--- src/rtl/ram_arbiter.sv ---
// ============================================================================
// Module      : ram_arbiter
// Description : Two-port round-robin arbiter sharing one txs/txe memory port,
//               with a per-phase memory timeout.
// Revision    : 1.0
// ============================================================================
`default_nettype none

module ram_arbiter #(
    parameter int WORD_SIZE = 32,
    parameter int ADDR_SIZE = 64,
    parameter int TIMEOUT   = 255
) (
    input  logic                 clk,
    input  logic                 rst,
    input  logic                 a_txs,
    input  logic                 a_read,
    input  logic                 a_write,
    input  logic [ADDR_SIZE-1:0] a_addr,
    input  logic [WORD_SIZE-1:0] a_value,
    output logic                 a_txe,
    output logic [WORD_SIZE-1:0] a_out,
    output logic                 a_err,
    input  logic                 b_txs,
    input  logic                 b_read,
    input  logic                 b_write,
    input  logic [ADDR_SIZE-1:0] b_addr,
    input  logic [WORD_SIZE-1:0] b_value,
    output logic                 b_txe,
    output logic [WORD_SIZE-1:0] b_out,
    output logic                 b_err,
    output logic                 mem_txs,
    output logic                 mem_read,
    output logic                 mem_write,
    output logic [ADDR_SIZE-1:0] mem_addr,
    output logic [WORD_SIZE-1:0] mem_value,
    input  logic                 mem_txe,
    input  logic [WORD_SIZE-1:0] mem_out,
    input  logic                 mem_err,
    output logic                 grant
);

    localparam int CNT_W     = (TIMEOUT > 0) ? $clog2(TIMEOUT + 1) : 1;
    localparam int TO_LAST_I = (TIMEOUT > 0) ? TIMEOUT - 1 : 0;
    localparam logic [CNT_W-1:0] TO_LAST = CNT_W'(TO_LAST_I);

    typedef enum logic [1:0] {
        S_IDLE    = 2'd0,
        S_ISSUE   = 2'd1,
        S_DRAIN   = 2'd2,
        S_RESPOND = 2'd3
    } state_t;

    state_t               state_q, state_d;
    logic                 prio_q, prio_d;
    logic                 grant_q, grant_d;
    logic [CNT_W-1:0]     cnt_q, cnt_d;
    logic                 mem_txs_q, mem_txs_d;
    logic                 mem_read_q, mem_read_d;
    logic                 mem_write_q, mem_write_d;
    logic [ADDR_SIZE-1:0] mem_addr_q, mem_addr_d;
    logic [WORD_SIZE-1:0] mem_value_q, mem_value_d;
    logic [WORD_SIZE-1:0] res_out_q, res_out_d;
    logic                 res_err_q, res_err_d;
    logic                 a_txe_q, a_txe_d, b_txe_q, b_txe_d;
    logic [WORD_SIZE-1:0] a_out_q, a_out_d, b_out_q, b_out_d;
    logic                 a_err_q, a_err_d, b_err_q, b_err_d;

    logic w_timeout;
    logic w_sel_b;
    logic w_own_txs;
    logic w_drain_err;

    assign w_timeout   = (TIMEOUT != 0) && (cnt_q == TO_LAST);
    // B wins only when A is idle or B holds the priority token.
    assign w_sel_b     = b_txs && (!a_txs || prio_q);
    assign w_own_txs   = grant_q ? b_txs : a_txs;
    // Still seeing mem_txe high in DRAIN means we only left on a timeout.
    assign w_drain_err = res_err_q | mem_txe;

    always_comb begin
        state_d     = state_q;
        prio_d      = prio_q;
        grant_d     = grant_q;
        cnt_d       = cnt_q;
        mem_txs_d   = mem_txs_q;
        mem_read_d  = mem_read_q;
        mem_write_d = mem_write_q;
        mem_addr_d  = mem_addr_q;
        mem_value_d = mem_value_q;
        res_out_d   = res_out_q;
        res_err_d   = res_err_q;
        a_txe_d     = a_txe_q;
        a_out_d     = a_out_q;
        a_err_d     = a_err_q;
        b_txe_d     = b_txe_q;
        b_out_d     = b_out_q;
        b_err_d     = b_err_q;

        case (state_q)
            S_IDLE: begin
                cnt_d = '0;
                if (a_txs || b_txs) begin
                    grant_d     = w_sel_b;
                    mem_read_d  = w_sel_b ? b_read  : a_read;
                    mem_write_d = w_sel_b ? b_write : a_write;
                    mem_addr_d  = w_sel_b ? b_addr  : a_addr;
                    mem_value_d = w_sel_b ? b_value : a_value;
                    mem_txs_d   = 1'b1;
                    state_d     = S_ISSUE;
                end
            end
            S_ISSUE: begin
                cnt_d = cnt_q + CNT_W'(1);
                if (mem_txe) begin
                    res_out_d = mem_out;
                    res_err_d = mem_err;
                    mem_txs_d = 1'b0;
                    cnt_d     = '0;
                    state_d   = S_DRAIN;
                end else if (w_timeout) begin
                    res_out_d = '0;
                    res_err_d = 1'b1;
                    mem_txs_d = 1'b0;
                    cnt_d     = '0;
                    state_d   = S_DRAIN;
                end
            end
            S_DRAIN: begin
                cnt_d = cnt_q + CNT_W'(1);
                if (!mem_txe || w_timeout) begin
                    if (grant_q) begin
                        b_txe_d = 1'b1;
                        b_out_d = res_out_q;
                        b_err_d = w_drain_err;
                    end else begin
                        a_txe_d = 1'b1;
                        a_out_d = res_out_q;
                        a_err_d = w_drain_err;
                    end
                    cnt_d   = '0;
                    state_d = S_RESPOND;
                end
            end
            S_RESPOND: begin
                cnt_d = '0;
                if (!w_own_txs) begin
                    if (grant_q) begin
                        b_txe_d = 1'b0;
                    end else begin
                        a_txe_d = 1'b0;
                    end
                    prio_d  = ~grant_q;
                    state_d = S_IDLE;
                end
            end
            default: begin
                state_d = S_IDLE;
            end
        endcase
    end

    always_ff @(posedge clk or posedge rst) begin
        if (rst) begin
            state_q     <= S_IDLE;
            prio_q      <= 1'b0;
            grant_q     <= 1'b0;
            cnt_q       <= '0;
            mem_txs_q   <= 1'b0;
            mem_read_q  <= 1'b0;
            mem_write_q <= 1'b0;
            mem_addr_q  <= '0;
            mem_value_q <= '0;
            res_out_q   <= '0;
            res_err_q   <= 1'b0;
            a_txe_q     <= 1'b0;
            a_out_q     <= '0;
            a_err_q     <= 1'b0;
            b_txe_q     <= 1'b0;
            b_out_q     <= '0;
            b_err_q     <= 1'b0;
        end else begin
            state_q     <= state_d;
            prio_q      <= prio_d;
            grant_q     <= grant_d;
            cnt_q       <= cnt_d;
            mem_txs_q   <= mem_txs_d;
            mem_read_q  <= mem_read_d;
            mem_write_q <= mem_write_d;
            mem_addr_q  <= mem_addr_d;
            mem_value_q <= mem_value_d;
            res_out_q   <= res_out_d;
            res_err_q   <= res_err_d;
            a_txe_q     <= a_txe_d;
            a_out_q     <= a_out_d;
            a_err_q     <= a_err_d;
            b_txe_q     <= b_txe_d;
            b_out_q     <= b_out_d;
            b_err_q     <= b_err_d;
        end
    end

    assign a_txe     = a_txe_q;
    assign a_out     = a_out_q;
    assign a_err     = a_err_q;
    assign b_txe     = b_txe_q;
    assign b_out     = b_out_q;
    assign b_err     = b_err_q;
    assign mem_txs   = mem_txs_q;
    assign mem_read  = mem_read_q;
    assign mem_write = mem_write_q;
    assign mem_addr  = mem_addr_q;
    assign mem_value = mem_value_q;
    assign grant     = grant_q;

endmodule

`default_nettype wire

--- config.mk ---
export PLATFORM = sky130hd
export DESIGN_NAME = ram_arbiter
export DESIGN_NICKNAME = d
export VERILOG_FILES = /design/src/rtl/ram_arbiter.sv
export SDC_FILE = /design/constraint.sdc
export NUM_CORES = 1
export LEC_CHECK = 0
export ABC_CLOCK_PERIOD_IN_PS = 14300
export CORE_AREA = 2 2 158 160
export CTS_BUF_LIST = sky130_fd_sc_hd__clkbuf_8 sky130_fd_sc_hd__clkbuf_16
export DETAILED_ROUTE_END_ITERATION = 12
export DIE_AREA = 0 0 160 162
export GPL_TIMING_DRIVEN = 0
export MAX_ROUTING_LAYER = met4
export PLACE_DENSITY = 0.73
export SYNTH_ARGS = -nofsm -noshare
export SYNTH_HDL_FRONTEND = slang
export SYNTH_SLANG_ARGS = --single-unit
--- constraint.sdc ---
create_clock -name clk -period 14.3 [get_ports clk]
set_input_delay 2.86 -clock clk [delete_from_list [all_inputs] [get_ports clk]]
set_output_delay 2.86 -clock clk [all_outputs]
set_load 0.01 [all_outputs]
[After elaboration in Yosys (flattened, before gate mapping)]
Cells that the tools add are included.
Cells by class
  add/sub/neg operators: 1
  equality and inequality tests: 12
  multiplexer cells: 33
  bitwise logic cells: 3
  reductions and logical operators: 20
Operators with widths (number)
  $mux 32: 3
  $mux 64: 1
  $mux 8: 3
  $pmux 8 s3: 1
  $mux 1: 16
  $ne 2x2->1 const B: 7
  $mux 2: 5
  $reduce_and 5->1: 2
  $reduce_and 3->1: 3
  $add 8x1->8 const B: 1
  $eq 8x8->1 const B: 1
  $pmux 2 s4: 1
  $pmux 1 s2: 3
  $reduce_and 2->1: 3
  $reduce_bool 2->1: 3
  $eq 2x2->1 const B: 2
  $reduce_and 4->1: 1
  $logic_or 1x1->1: 3
  $ne 3x3->1 const B: 1
  $eq 2x1->1 const B: 1
  $logic_not 1->1: 2
  $logic_not 2->1: 1
  $not 1->1: 2
  $reduce_or 2->1: 1
  other kinds (2): 2
Storage, ports and cells
  register bits after elaboration: 212
  input port bits: 234
  output and inout port bits: 168
  logic and storage cells: 86

[Depth between registers and ports, before layout]
Gate-level depths: netlist (run 1).
  depth in word-level cells: 4
  depth in mapped cells: 8
  mapped depth without buffers: 6

[Worst setup path before layout (run 1)]
OpenSTA, ideal clock, no wires.
  path type: in2reg
  start point: in mem_txe
  end point: reg b_err_q (netlist: b_err)
  arrival time: 3.889 ns
  data required time: 14.175 ns
  slack: 10.286 ns
  stages: 5
  path buffers: 2
  path through: clkbuf_1 o21ai_1 nand3_2 buf_2 mux2_2
On the way
  cells in the longest elaborated chain, start to end: 3
  elaborated cells on any way between the ends: 4
RTL lines
  start, declared: line 37  | input logic mem_txe,
  $logic_not 1->1: line 131  | if (!mem_txe || w_timeout) begin
  $logic_or 1x1->1: line 131
  $reduce_and 3->1 (no line)
  end signal, assigned: line 199  | b_err_q <= b_err_d;
  end, declared: line 67  | logic a_err_q, a_err_d, b_err_q, b_err_d;
Parallel ways exist; a longest one is shown, timed or not.
A chain may end at the register's enable or synchronous reset.

[Worst setup path after layout (run 1)]
  start point: in a_txs
  end point: reg mem_addr_q[62] (netlist: mem_addr[62])
On the way
  cells in the longest elaborated chain, start to end: 4
  elaborated cells on any way between the ends: 6
RTL lines
  start, declared: line 16  | input logic a_txs,
  $logic_not 1->1: line 76  | assign w_sel_b = b_txs && (!a_txs || prio_q);
  $logic_or 1x1->1: line 76
  $logic_and 1x1->1: line 76
  $mux 64: line 107  | mem_addr_d = w_sel_b ? b_addr : a_addr;
  end signal, assigned: line 190  | mem_addr_q <= mem_addr_d;
  end, declared: line 61  | logic [ADDR_SIZE-1:0] mem_addr_q, mem_addr_d;
Parallel ways exist; a longest one is shown, timed or not.

==> impl_metrics.env, run 1 <==
export IMPL_syn_area_sq_um=9031
export IMPL_cts_tree="yes"
export IMPL_ys_warn_count=0
export IMPL_drtIter0Drc=394
export IMPL_hold_slack_ns=0.4745
export IMPL_tightest_slew_ns=1.069
export IMPL_num_vias=7200
export IMPL_synth_edf_count=0
export IMPL_cts_hold_buffers=0
export IMPL_initial_core_util_pct=37.46
export IMPL_ir_drop_mv=0.09444
export IMPL_insertion_delay_ns=0.50
export IMPL_die_area_sq_um=25920
export IMPL_grt_usage_pct=22.22
export IMPL_core_area_sq_um=24110
export IMPL_worstSetupPathType="in -> reg"
export IMPL_grt_pass1_vias=7481
export IMPL_clk_pin_slew_worst_paths_ns=0.06
export IMPL_drv_slew=0
export IMPL_hold_class="reg -> reg"
export IMPL_drc=0
export IMPL_final_cells=1501
export IMPL_setup_viol=0
export IMPL_min_period_ns=4.993
export IMPL_cp_slowest_cell="o21ai_1"
export IMPL_rows=57
export IMPL_crit_arrival_ns=5.40
export IMPL_die_x_um=160
export IMPL_ys_top_cells_by_area="dfrtp_1, mux2i_1, o21ai_0"
export IMPL_post_cts_setup_buffer_count=0
export IMPL_synth_top_area_share_pct=58.74
export IMPL_fillers=2069
export IMPL_clk_path_buf_depth=3
export IMPL_worst_ep_required_time_ns=14.71
export IMPL_worst_slack_ns=9.307
export IMPL_synthFlopType="dfrtp_1"
export IMPL_syn_inst=732
export IMPL_seq_area_sq_um=5305
export IMPL_power_density_nw_per_um2=207.7
export IMPL_antenna_found_initial=2
export IMPL_cts_sinks=212
export IMPL_syn_nets=972
export IMPL_crit_chain="clkdlybuf4s50_1, o21ai_1, buf_2, buf_2, buf_2, nand2_1, o21ai_0"
export IMPL_skew_ns=0.01168
export IMPL_ant_nets=0
export IMPL_syn_mean_instance_area_sq_um=12.34
export IMPL_synth_seq_cells=212
export IMPL_postLayoutCoreUtil_pct=59.27
export IMPL_end_kind="register"
export IMPL_tns_ns=0
export IMPL_wl_um=28390
export IMPL_yosys_area_top_type="dfrtp_1"
export IMPL_cts_resized=0
export IMPL_synthArstFlopShare_pct=100.0
export IMPL_cpPeakStageDelay_ns=0.88
export IMPL_grt_ovfl_total=0
export IMPL_run_status="finished, final reports clean"
export IMPL_hold_viol=0
export IMPL_numPlacedInstances=1457
export IMPL_place_ws_ns=8.742
export IMPL_cp_start_kind="primary input"
export IMPL_die_h_um=162
export IMPL_htree_levels=1
export IMPL_grt_first_pass_wirelength_um=43240
export IMPL_numPortBuffers=400
export IMPL_io_pins=402
export IMPL_drtPass1Iterations=4
export IMPL_seq_area_frac_synth_pct=58.74
export IMPL_wire_per_inst_um=18.91
export IMPL_area_growth_pct=58.19
export IMPL_root_buffer="clkbuf_16"
export IMPL_dp_final_hpwl_um=21990
export IMPL_ys_types=37
export IMPL_maxCapViolCount=0
export IMPL_fmax_mhz=200.3
export IMPL_period_share_pct=34.92
export IMPL_slew_limit_headroom_pct=28.24
export IMPL_nNetsFinal=1399
export IMPL_rsz0062_at_grt="false"
export IMPL_crit_fanout=10
export IMPL_place_congestion=0.8061
export IMPL_avgViaCountPerCell=4.797
export IMPL_drive_above_1_share_pct=11.32
export IMPL_cts_buffers=24
export IMPL_leakagePower_nw=6.471
export IMPL_crit_path_frequent_cell="buf_2"
export IMPL_grt_max_degree=132
export IMPL_multi_input_comb_area_sq_um=3457
## where the power goes
part           switching, mW  total, mW  internal [mW]
Combinational          0.581       1.31          0.725
Sequential             0.160       1.04          0.881
Clock                  0.237      0.621          0.384
Total                  0.978       2.97           1.99
## state kept, by name, indices dropped and copies added (netlist names), 2 cells and up
name       cells
cnt_q          8
b_out         32
state_q        2
res_out_q     32
mem_addr      64
a_out         32
mem_value     32
## layout by cell type, fill, tap and decap left out, types with 17 or more instances in the layout
master | synthesis | final
clkdlybuf4s50_1 | 0 | 400
dfrtp_1 | 212 | 212
nand2_1 | 102 | 102
o21ai_0 | 102 | 102
mux2i_1 | 98 | 98
mux2_2 | 40 | 40
a22o_1 | 32 | 32
mux2_4 | 29 | 29
clkbuf_16 | 0 | 25
clkbuf_1 | 23 | 23
buf_2 | 17 | 17
inv_1 | 10 | 17
## logic make-up after synthesis
group | after synthesis | synth area share [%]
AND/OR/NAND/NOR | 130 | 6.054
adder cells (fa/ha/maj) | 6 | 0.8312
multiplexers | 167 | 20.67
flip-flops | 212 | 58.74
XOR/XNOR | 6 | 0.5820
AO/OA/AOI/OAI | 153 | 10.14
buffers and inverters | 58 | 2.979
## per-layer routing
metal | global-route usage, % | routed length [um] | vias up
met5 | - | 0 | -
li1 | - | - | 3421
met3 | 4.316 | 1723 | 52
met2 | 39.24 | 14670 | 289
met4 | 6.921 | 838 | 0
met1 | 25.70 | 11160 | 3438
## cell type report
type,count,area share (%)
inverter,10,0.3153
tap,324,2.838
clock inverter,14,0.9721
antenna,2,0.03503
sequential,212,37.13
clock buffer,28,4.668
buffer,48,1.620
timing repair buffer,401,28.22
multi-input combinational,462,24.20
## worst paths after layout
check	start	endpoint	slack [ns]	depth (start not counted)
max in group asynchronous	rst	cnt_q[0]	10.40	3
min	mem_value[14]	mem_value[14]	0.47	2
min reg2reg	mem_value[14]	mem_value[14]	0.47	2
min in group asynchronous	rst	mem_addr[61]	2.84	2
max reg2reg	state_q[0]	mem_addr[62]	11.72	8
max	a_txs	mem_addr[62]	9.31	7
## synth_stat cells, drive strengths merged, types with 2 or more instances
| cell | instances |
|---|---|
| dfrtp | 212 |
| o21ai | 108 |
| nand2 | 102 |
| mux2i | 98 |
| mux2 | 69 |
| a22o | 32 |
| buf | 25 |
| clkbuf | 23 |
| nor2 | 13 |
| inv | 10 |
| ha | 6 |
| a21oi | 5 |
| nand3 | 5 |
| nand3b | 3 |
| xnor2 | 3 |
| xor2 | 3 |
| nand4 | 2 |
| or2 | 2 |
## worst max-delay path: cells and delay by family
kind | cells | cell delay (ns)
AND/OR/NAND/NOR | 1 | 0.07
buffers and inverters | 4 | 1.50
AO/OA/AOI/OAI | 2 | 0.97
## metrics by stage
step	area, sq um	power (mW)
2_1_floorplan	9031	1.638
3_3_place_gp	13440	2.336
3_5_place_dp	13480	2.376
4_1_cts	14280	3.006
5_1_grt	14290	3.141
6_report	14290	2.968
Note: power is estimated with default switching activity, not from simulation.
==> run 2: changes to the inputs <==
- ABC_CLOCK_PERIOD_IN_PS: 14300 -> 4300
- CORE_AREA: 2 2 158 160 -> not set
- CORE_UTILIZATION: not set -> 38
- DIE_AREA: 0 0 160 162 -> not set
- PLACE_DENSITY: 0.73 -> 0.77
- clock period: 14.3 -> 4.3 ns (I/O delays scaled with it)
==> run 2 against run 1 <==
  * Utilization up 1.8 points
  * Sequential share of layout area about the same
  * Clock skew up 0.0043 ns
  * Critical endpoint is now mem_value[13]
  * Largest cell class unchanged
==> impl_metrics.env, run 2 (same netlist as run 1, synthesis figures left out) <==
export IMPL_end_kind="register"
export IMPL_r2r_start="state_q[0]"
export IMPL_path_buf_inv=4
export IMPL_clk_path_buf_depth=3
export IMPL_worstSetupPathType="in -> reg"
export IMPL_crit_fanout=10
export IMPL_hold_class="reg -> reg"
export IMPL_nNetsFinal=1404
export IMPL_io_pins=402
export IMPL_final_cell_mix="clkdlybuf4s50_1, dfrtp_1, nand2_1, o21ai_0, mux2i_1"
export IMPL_wire_per_inst_um=19.18
export IMPL_numPortBuffers=400
export IMPL_power_density_nw_per_um2=678.3
export IMPL_wl_um=28750
export IMPL_drive_above_1_share_pct=11.71
export IMPL_grt_first_pass_wirelength_um=43090
export IMPL_tightest_slew_ns=1.057
export IMPL_dp_final_hpwl_um=22030
export IMPL_grt_ovfl_total=0
export IMPL_cts_resized=0
export IMPL_cpPeakStageDelay_ns=0.87
export IMPL_grt_pass1_vias=7446
export IMPL_drtPass1Iterations=4
export IMPL_crit_arrival_ns=3.38
export IMPL_crit_path_frequent_cell="buf_2"
export IMPL_tns_ns=0
export IMPL_die_x_um=156.2
export IMPL_drtIter0Drc=294
export IMPL_final_common_cell="clkdlybuf4s50_1"
export IMPL_die_area_sq_um=24390
export IMPL_rsz0062_at_grt="false"
export IMPL_min_period_ns=2.959
export IMPL_crit_chain="clkdlybuf4s50_1, o21ai_1, buf_2, buf_2, buf_2, nand2_1, o21ai_0"
export IMPL_hold_slack_ns=0.4751
export IMPL_ant_nets=0
export IMPL_cp_start_kind="primary input"
export IMPL_cts_tree="yes"
export IMPL_whs_path_depth=2
export IMPL_seqPwrFrac_pct=35.8
export IMPL_num_vias=7403
export IMPL_r2r_slack_ns=1.74
export IMPL_root_buffer="clkbuf_16"
export IMPL_insertion_delay_ns=0.51
export IMPL_min_from="mem_addr[4]"
export IMPL_drc=0
export IMPL_largest_reg_flops=64
export IMPL_run_status="finished, final reports clean"
export IMPL_htree_levels=1
export IMPL_clkPwrFrac_pct=19.4
export IMPL_fmax_mhz=337.9
export IMPL_post_cts_setup_buffer_count=0
export IMPL_crit_family="buffers and inverters"
export IMPL_grt_max_degree=43
export IMPL_grt_usage_pct=23.90
export IMPL_place_congestion=0.8311
export IMPL_rows=56
export IMPL_pwr_share_comb_pct=44.8
export IMPL_antenna_found_initial=2
export IMPL_ir_drop_mv=0.2553
export IMPL_cts_hold_buffers=0
export IMPL_period_share_pct=68.82
export IMPL_swShare_pct=33.69
export IMPL_skew_ns=0.01597
export IMPL_cts_buffers=24
export IMPL_setup_viol=0
export IMPL_clk_pin_slew_worst_paths_ns=0.06
export IMPL_p_int_mw=6.429
export IMPL_die_h_um=156.2
export IMPL_initial_core_util_pct=38.59
export IMPL_core_area_sq_um=23400
export IMPL_area_growth_pct=58.26
export IMPL_drv_slew=0
export IMPL_hold_viol=0
export IMPL_avgViaCountPerCell=4.939
export IMPL_cp_slowest_cell="o21ai_1"
export IMPL_cts_sinks=212
export IMPL_min_to="mem_addr[4]"
export IMPL_p_sw_mw=3.266
export IMPL_reg2reg_to="mem_value[13]"
export IMPL_leakagePower_nw=6.464
export IMPL_slew_limit_headroom_pct=29.08
export IMPL_worst_ep_required_time_ns=4.72
export IMPL_maxCapViolCount=0
export IMPL_fillers=1954
export IMPL_ff2ff_path_depth=8
## run 2: layer usage
metal / vias to the layer above / track usage (%) / share of wire, %
met5: - / - / 0
met1: 3601 / 27.37 / 38
met2: 311 / 41.09 / 51
met3: 58 / 5.056 / 6.8
met4: 0 / 8.824 / 3.7
li1: 3433 / - / -
## run 2: metrics by stage
step                setup WS, ns  utilization [%]  area [sq um]  power [mW]  instances
floorplan                 0.6838                -          9035       5.447        732
global placement          -1.001            57.42         13440       7.739       1451
detailed placement        0.6576            57.97         13570       7.886       1457
CTS                        1.182            61.05         14290       9.802       1497
global route               1.101            61.07         14290       10.25       1499
finish                     1.341            61.07         14290       9.695       1499
## run 2: worst max-delay path by stage
| stage | slack, ns | end | startpoint | depth (start not counted) |
|---|---|---|---|---|
| after floorplan | 0.68 | a_err | rst | 1 |
| after global placement | -1.00 | mem_value[13] | rst | 2 |
| after detailed placement | 0.66 | mem_value[13] | a_txs | 7 |
| after CTS | 1.18 | mem_value[13] | a_txs | 7 |
| after global routing | 1.10 | mem_value[13] | a_txs | 7 |
| final | 1.34 | mem_value[13] | a_txs | 7 |
## run 2: layout make-up
class,instances,area (sq um),area share (%)
clock buffer,28,655.6,4.587
inverter,10,41.29,0.2889
sequential,212,5305,37.12
buffer,48,231.5,1.620
clock inverter,12,66.31,0.4640
antenna,2,5.005,0.03502
timing repair buffer,406,4131,28.91
tap,319,399.1,2.793
multi-input combinational,462,3457,24.19
## run 2: worst min-delay path, cell delays in order, from the launching register on
cell and delay (ns):
dfrtp_1 0.34, nand2_1 0.05, o21ai_0 0.06
## run 2: power groups by stage
stage                     Sequential [mW]  Clock [mW]  Combinational, mW
after CTS                            3.47        1.92               4.40
after detailed placement             3.50           0               4.38
after global routing                 3.59        1.99               4.67
final                                3.47        1.88               4.34
after global placement               3.46           0               4.28
after floorplan                      3.77           0               1.68
==> run 3: changes to the inputs <==
- ABC_CLOCK_PERIOD_IN_PS: 4300 -> 2500
- clock period: 4.3 -> 2.5 ns (I/O delays scaled with it)
==> run 3 against run 2 <==
  * Setup slack lost 1.2 ns
  * Flip-flop and latch count unchanged
  * Sequential power rose by 72%
  * Power up 72%
  * Die area unchanged
  * Routed wire length fell by 0.14%
  * Highest routed layer unchanged
  * Largest power group unchanged
  * Hold slack worse by 0.091 ns
  * Clock skew about the same
  * Non-clock buffer count unchanged
  * First-iteration DRC count grew 7.1%
  * Register-to-register slack got worse by 1.5 ns
==> impl_metrics.env, run 3 (same netlist as run 1, synthesis figures left out) <==
export IMPL_cts_tree="yes"
export IMPL_place_congestion=0.8311
export IMPL_leakagePower_nw=6.463
export IMPL_crit_start="a_txs"
export IMPL_tightest_slew_ns=0.6401
export IMPL_setup_viol=0
export IMPL_grt_first_pass_wirelength_um=43090
export IMPL_avgViaCountPerCell=4.917
export IMPL_maxCapViolCount=0
export IMPL_die_h_um=156.2
export IMPL_initial_core_util_pct=38.59
export IMPL_post_cts_setup_buffer_count=0
export IMPL_nNetsFinal=1404
export IMPL_root_buffer="clkbuf_16"
export IMPL_cts_buffers=24
export IMPL_worstSetupPathType="in -> reg"
export IMPL_period_share_pct=93.71
export IMPL_cp_start_kind="primary input"
export IMPL_drtIter0Drc=315
export IMPL_final_common_cell="clkdlybuf4s50_1"
export IMPL_postLayoutCoreUtil_pct=61.10
export IMPL_largest_reg_flops=64
export IMPL_grt_pass1_vias=7446
export IMPL_grt_usage_pct=23.90
export IMPL_power_density_nw_per_um2=1167
export IMPL_fmax_mhz=426.9
export IMPL_insertion_delay_ns=0.51
export IMPL_final_cell_mix="clkdlybuf4s50_1, dfrtp_1, nand2_1, o21ai_0, mux2i_1"
export IMPL_numPortBuffers=400
export IMPL_crit_fanout=10
export IMPL_place_ws_ns=-0.7824
export IMPL_num_vias=7370
export IMPL_end_kind="register"
export IMPL_r2r_slack_ns=0.27
export IMPL_drv_slew=0
export IMPL_core_area_sq_um=23400
export IMPL_rsz0062_at_grt="false"
export IMPL_numPlacedInstances=1457
export IMPL_clk_path_buf_depth=3
export IMPL_drive_above_1_share_pct=11.88
export IMPL_ant_nets=0
export IMPL_cts_sinks=212
export IMPL_fillers=1953
export IMPL_worst_slack_ns=0.1573
export IMPL_grt_max_degree=43
export IMPL_area_growth_pct=58.34
export IMPL_run_status="finished, final reports clean"
export IMPL_antenna_found_initial=2
export IMPL_final_cell_area_sq_um=14300
export IMPL_ir_drop_mv=0.4358
export IMPL_hold_viol=0
export IMPL_die_area_sq_um=24390
export IMPL_io_pins=402
export IMPL_grt_ovfl_total=0
export IMPL_skew_ns=0.01580
export IMPL_wire_per_inst_um=19.15
export IMPL_r2r_start="state_q[0]"
export IMPL_worst_ep_required_time_ns=2.87
export IMPL_rows=56
export IMPL_crit_arrival_ns=2.71
export IMPL_drtPass1Iterations=4
export IMPL_hold_class="in -> async"
export IMPL_htree_levels=1
export IMPL_final_cells=1499
export IMPL_min_period_ns=2.343
export IMPL_die_x_um=156.2
export IMPL_ff2ff_path_depth=8
export IMPL_clk_pin_slew_worst_paths_ns=0.06
export IMPL_dp_final_hpwl_um=22030
export IMPL_drc=0
export IMPL_slew_limit_headroom_pct=57.32
export IMPL_reg2reg_to="mem_value[13]"
export IMPL_wl_um=28700
export IMPL_place_area_sq_um=13570
[run 3: cell types whose count changed in the layout (fill, tap and decap cells not counted)]
cell	before	now
o21ai_2	0	1
mux2i_2	0	1
o21ai_1	6	5
mux2i_1	98	97
[run 3: what timing repair did]
item / CTS / global route
hold buffers: 0 / 0
pin swaps: 0 / 0
resized for setup: 1 / 1
endpoints found under the setup margin: 90 / 1
cloned: 0 / 0
[run 3: worst max-delay path by stage]
stage	slack [ns]	to
final	0.16	mem_addr[62]
after global routing	0.02	mem_value[13]
after global placement	-2.44	mem_value[13]
after CTS	0.1	mem_addr[58]
after floorplan	-0.76	a_err
after detailed placement	-0.78	mem_value[13]
[run 3: area by class of cell]
cell class	count	area [sq um]	area share, %
clock buffers	28	655.6	4.585
clock inverters	12	66.31	0.4637
inverters	10	41.29	0.2887
diodes	2	5.005	0.03500
plain buffers	48	231.5	1.619
repair buffers	406	4131	28.89
flip-flops and latches	212	5305	37.10
multi-input cells	462	3465	24.23
well taps	319	399.1	2.791
[run 3: worst max-delay path, cell delays in order]
cell,delay (ns)
clkdlybuf4s50_1,0.59
inv_1,0.09
o21ai_1,0.13
buf_2,0.30
buf_4,0.32
buf_4,0.30
mux2i_1,0.33
o21ai_0,0.13
[run 3: layer usage]
layer	vias to the layer above	track usage [%]	routed length, um
li1	3432	-	-
met1	3590	27.37	11160
met2	293	41.09	14700
met3	55	5.056	1838
met4	0	8.824	1007
met5	-	-	0
[run 3: per-stage QoR]
stage | power [mW] | hold WS (ns) | setup TNS, ns
5_1_grt | 17.63 | 0.3969 | 0
3_3_place_gp | 13.31 | 0.4616 | -569.11
4_1_cts | 16.86 | 0.3855 | 0
2_1_floorplan | 9.369 | 0.4536 | -160.31
6_report | 16.68 | 0.3845 | 0
3_5_place_dp | 13.56 | 0.4690 | -61.33
[run 3: report_power, final]
group,leakage (nW),switching [mW],internal (mW)
registers,2.64,0.930,5.04
logic,3.44,3.32,4.16
clock network,0.379,1.38,1.85
